===== src/rtl/wb_write_arbiter.sv =====
// ============================================================================
//  Module   : wb_write_arbiter
//  Purpose  : Writeback-stage arbiter owning the single register-file write
//             port. The in-order pipeline writeback has fixed priority and is
//             never stalled. Long-latency (mul/div) results arrive over a
//             valid/ready handshake. When the port is busy they are buffered in
//             a small FIFO. Write outputs are registered, so a selected write
//             reaches the register file one cycle after it is selected.
//  Ports    : clk, rst          - clock, synchronous active-high reset
//             pipeWe_i/pipeRd_i/pipeData_i - pipeline writeback
//             luValid_i/luRd_i/luData_i, luReady_o - long-latency handshake
//             writeReg_o/writeData_o/regWrite_o - register file write port
//             fifoCount_o       - occupied FIFO slots (squashed slots included)
//  Revision : 1.0 - initial release
// ============================================================================
`default_nettype none

module wb_write_arbiter #(
  parameter int DEPTH = 2,
  parameter int DW    = 32,
  parameter int AW    = 5
) (
  input  logic                           clk,
  input  logic                           rst,
  input  logic                           pipeWe_i,
  input  logic [AW-1:0]                  pipeRd_i,
  input  logic [DW-1:0]                  pipeData_i,
  input  logic                           luValid_i,
  output logic                           luReady_o,
  input  logic [AW-1:0]                  luRd_i,
  input  logic [DW-1:0]                  luData_i,
  output logic [AW-1:0]                  writeReg_o,
  output logic [DW-1:0]                  writeData_o,
  output logic                           regWrite_o,
  output logic [$clog2(DEPTH+1)-1:0]     fifoCount_o
);

  localparam int CW = $clog2(DEPTH + 1);
  localparam int PW = (DEPTH > 1) ? $clog2(DEPTH) : 1;
  localparam logic [CW-1:0] FULL_CNT = CW'(DEPTH);

  // FIFO storage; valid bits are cleared by squash, slots are freed by pop
  logic [AW-1:0]    rd_q   [DEPTH];
  logic [DW-1:0]    data_q [DEPTH];
  logic [DEPTH-1:0] vld_q;
  logic [PW-1:0]    head_q, head_d;
  logic [PW-1:0]    tail_q, tail_d;
  logic [CW-1:0]    count_q, count_d;

  logic             regWrite_q, regWrite_d;
  logic [AW-1:0]    writeReg_q, writeReg_d;
  logic [DW-1:0]    writeData_q, writeData_d;

  logic pipe_wr, empty, head_vld, accept, lu_squash, bypass, pop, push;

  // Ready depends only on registered occupancy, never on this cycle's pop
  assign luReady_o   = !rst && (count_q != FULL_CNT);
  assign accept      = luValid_i && luReady_o;
  assign pipe_wr     = pipeWe_i && (pipeRd_i != '0);
  assign empty       = (count_q == '0);
  assign head_vld    = !empty && vld_q[head_q];
  // A lu result is always older than a concurrent pipe write to the same rd
  assign lu_squash   = accept && pipe_wr && (luRd_i == pipeRd_i);
  assign bypass      = accept && !pipe_wr && empty && (luRd_i != '0);
  // A valid head pops only when it wins the port; an invalid head always pops
  assign pop         = !empty && (!vld_q[head_q] || !pipe_wr);
  assign push        = accept && (luRd_i != '0) && !bypass && !lu_squash;

  function automatic logic [PW-1:0] ptr_inc(input logic [PW-1:0] p);
    return (p == PW'(DEPTH - 1)) ? '0 : p + PW'(1);
  endfunction

  always_comb begin
    regWrite_d  = 1'b0;
    writeReg_d  = writeReg_q;
    writeData_d = writeData_q;
    head_d      = pop  ? ptr_inc(head_q) : head_q;
    tail_d      = push ? ptr_inc(tail_q) : tail_q;
    count_d     = count_q + CW'(push) - CW'(pop);
    if (pipe_wr) begin
      regWrite_d  = 1'b1;
      writeReg_d  = pipeRd_i;
      writeData_d = pipeData_i;
    end else if (head_vld) begin
      regWrite_d  = 1'b1;
      writeReg_d  = rd_q[head_q];
      writeData_d = data_q[head_q];
    end else if (bypass) begin
      regWrite_d  = 1'b1;
      writeReg_d  = luRd_i;
      writeData_d = luData_i;
    end
  end

  always_ff @(posedge clk) begin
    if (rst) begin
      regWrite_q  <= 1'b0;
      writeReg_q  <= '0;
      writeData_q <= '0;
      head_q      <= '0;
      tail_q      <= '0;
      count_q     <= '0;
      vld_q       <= '0;
    end else begin
      regWrite_q  <= regWrite_d;
      writeReg_q  <= writeReg_d;
      writeData_q <= writeData_d;
      head_q      <= head_d;
      tail_q      <= tail_d;
      count_q     <= count_d;
      for (int i = 0; i < DEPTH; i++) begin
        if (pipe_wr && (rd_q[i] == pipeRd_i)) begin
          vld_q[i] <= 1'b0;
        end
      end
      // Pushed rd never matches a concurrent pipe rd (that case is squashed)
      if (push) begin
        vld_q[tail_q] <= 1'b1;
      end
    end
  end

  always_ff @(posedge clk) begin
    if (push) begin
      rd_q[tail_q]   <= luRd_i;
      data_q[tail_q] <= luData_i;
    end
  end

  assign regWrite_o  = regWrite_q;
  assign writeReg_o  = writeReg_q;
  assign writeData_o = writeData_q;
  assign fifoCount_o = count_q;

endmodule

`default_nettype wire

===== config.mk =====
export PLATFORM = sky130hd
export DESIGN_NAME = wb_write_arbiter
export DESIGN_NICKNAME = d
export VERILOG_FILES = /design/src/rtl/wb_write_arbiter.sv
export SDC_FILE = /design/constraint.sdc
export NUM_CORES = 1
export LEC_CHECK = 0
export ABC_AREA = 1
export BUFFER_PORTS_ARGS = -buffer_cell sky130_fd_sc_hd__buf_2
export CAP_MARGIN = 10
export CORE_MARGIN = 4
export CORE_UTILIZATION = 54
export CTS_CLUSTER_DIAMETER = 60
export DETAILED_ROUTE_END_ITERATION = 6
export GPL_TIMING_DRIVEN = 0
export PLACE_DENSITY = 0.88
export SLEW_MARGIN = 20
export SYNTH_ARGS = -nofsm -noshare
export SYNTH_HDL_FRONTEND = slang
export SYNTH_SLANG_ARGS = --single-unit

===== constraint.sdc =====
create_clock -name clk -period 4.5 [get_ports clk]
set_input_delay 0.675 -clock clk [delete_from_list [all_inputs] [get_ports clk]]
set_output_delay 0.675 -clock clk [all_outputs]
set_load 0.02 [all_outputs]

==> reports/metrics.cfg <==
[logic_synthesis]
postSynthAreaPerCell_um2=8.19
synthTopCellsByArea=sky130_fd_sc_hd__edfxtp_1 (39%), sky130_fd_sc_hd__dfxtp_1 (16%), sky130_fd_sc_hd__nand2_1 (11%)
netlist-cell-type-count=24
mappedNetlistArea_mm2=0.00571
seq_area_frac_synth=0.547
syn_inst=698
ys_ff_latch=119
synthesis.nets=778
yosysWarningCount=0
yosysTopAreaCellShare=0.389
synth.largest_area_cell=sky130_fd_sc_hd__edfxtp_1

[power]
clockPowerShare=0.394
switchingPower_w=0.00120
internal_power_w=0.00259
switching_share=0.317
p_leak_nw=3.47
powerDensity_mw_per_mm2=528
power_frac_seq=0.353
power.share.combinational=0.253
maximum_resistive_drop_on_vdd_mv=0.303

[worst_setup_path]
setup.worst_path.class=primary input to output port
worst-endpoint-required_ns=3.83
critical_path_arrival_ns=1.62
critPathLaunchType=primary input
critPathCaptureType=output port
crit_fanout=10

[sta]
timing.max_slew.rel_slack=0.647
timing.clock.skew_ns=0.00748
worst-slew-pin-transition_ns=0.529
fin_crit_ns=2.29
achievable-frequency_mhz=436
final-max-slew-violation-count=0
setup_viol=0
layout_setup_ws_ns=2.21
unrepaired_setup_endpoints_after_global_routing=no
timing.setup.tns_ns=0
final_hold_violation_count=0
final.period_utilization=0.509

[detailed_routing]
detail-route-antenna-nets=0
detailedRoute.firstPassIterationCount=7
detailroute.via_count=5179
detail_route.wl_per_cell_um=15.8
wl_met3_um=1500
top_layer=met4
route.layer.met1.wl_um=6090
drt_iter0_drc=567
postRouteWirelength_um=15500
route.detailed.vias_per_inst=5.26
dr_wl_met2_um=7480
remaining_drc_errors=0

[cells_and_area]
finalNetCount=916
fillers=760
most_common_cell_after_layout_fill_and_taps_aside=sky130_fd_sc_hd__nand2_1
final_core_utilization=0.695
final_cell_mix=sky130_fd_sc_hd__nand2_1 (174), sky130_fd_sc_hd__buf_2 (138), sky130_fd_sc_hd__nor2_1 (89)
seq_area_mm2=0.00312
multi_input_comb_area_mm2=0.00199
share_of_post_route_cells_with_drive_strength_above_1=0.229
antenna-diode-count=0
synthToLayoutAreaGrowth_pct=25.6

[placement]
finalWeightedCongestion=0.883
io_buffers=117
post-dp-hpwl_um=9910
detailedPlace.worstSlack_ns=1.93

[floorplanning]
floorplan.die.height_um=111
design.core.area_mm2=0.0103
initial_core_util=0.554
num_io_pins=119
die_width_um=111
num_rows=37
fp.dieArea_mm2=0.0123

[clocking]
path_clk_slew_ns=0.06
cts-resized-gates=0
cts.hold.buffers_added=0
root_buffer=sky130_fd_sc_hd__clkbuf_8
cts.htree.levels=4
clock_path_buffers=2
numCtsBuffers=17
tritoncts=done
cts.sink_count=119
clock_latency_ns=0.54
postCtsSetupRepairBufs=0

[worst_hold_path]
min-delay-path-class=primary input to flop

[run]
timing.max_cap.violations=0

[global_routing]
grt_pass1_vias=5076
wire_length_of_the_first_global_routing_pass_um=25000
antenna_found_initial=0
largest_net_degree_at_the_start_of_global_routing=22
gr-total-overflow=0
grtUsageTotal=0.257

[status]
run_status=finished, final reports clean

## worst max-delay path: stages
cell                       delay [ns]
sky130_fd_sc_hd__buf_2           0.14
sky130_fd_sc_hd__inv_2           0.12
sky130_fd_sc_hd__clkbuf_1        0.36
sky130_fd_sc_hd__nand2_1         0.11
sky130_fd_sc_hd__inv_1           0.06
sky130_fd_sc_hd__buf_2           0.15
## per-stage QoR
stage	total power [W]	std cells	hold WS [ns]	cell area, µm²
floorplan	0.00198	698	0.437	5710
global placement	0.00226	951	0.463	6470
detailed placement	0.00229	953	0.468	6530
CTS	0.00379	985	0.332	7180
global route	0.00398	985	0.327	7180
finish	0.00379	985	0.341	7180
## power by group through the flow
stage / registers, W / logic [W] / clock network (W)
finish: 0.00134 / 0.000959 / 0.00149
floorplan: 0.00143 / 0.000543 / 0
detailed placement: 0.00136 / 0.000929 / 0
CTS: 0.00134 / 0.000952 / 0.00150
global placement: 0.00136 / 0.000904 / 0
global route: 0.00135 / 0.00106 / 0.00156
## synthesized netlist by cell type, drive strengths merged
cell type / count
nand2: 176
inv: 92
nor2: 91
nand3: 81
o21ai: 81
edfxtp: 74
dfxtp: 45
buf: 33
clkbuf: 7
xnor2: 6
a21oi: 5
xor2: 4
ha: 2
nand4: 1
## worst paths after layout
path / from / end / slack (ns) / depth (start not counted)
min: luData_i[24] / data_q[1][24] / 0.34 / 1
max reg2reg: fifoCount_o[1] / fifoCount_o[1] / 2.26 / 12
min reg2reg: vld_q[0] / vld_q[0] / 0.47 / 2
max: rst / luReady_o / 2.21 / 6
## registers in the layout, indices dropped and copies added (netlist names), named ones only
name,cells
head_q,1
writeData_o,32
fifoCount_o,2
data_q,64
writeReg_o,5
vld_q,2
regWrite_o,1
rd_q,10
tail_q,1
## per-layer routing
| layer | global-route usage | vias to the layer above |
|---|---|---|
| met2 | 0.433 | 287 |
| met4 | 0.0993 | 0 |
| met5 | 0 | - |
| li1 | - | 2508 |
| met3 | 0.0721 | 56 |
| met1 | 0.312 | 2328 |
## layout make-up
type / count / area share
inverter: 92 / 0.0481
tap: 136 / 0.0237
timing repair buffer: 119 / 0.0893
buffer: 40 / 0.0350
multi-input combinational: 447 / 0.278
clock buffer: 20 / 0.0635
clock inverter: 12 / 0.0274
sequential: 119 / 0.435
## cells by family after synthesis
family	after synthesis	synth area share
buf+inv	132	0.104
xor+xnor	10	0.0153
simple gates	349	0.254
compound gates	86	0.0753
fa+ha+maj	2	0.00438
flops	119	0.547
(Power assumes the default switching activity.)
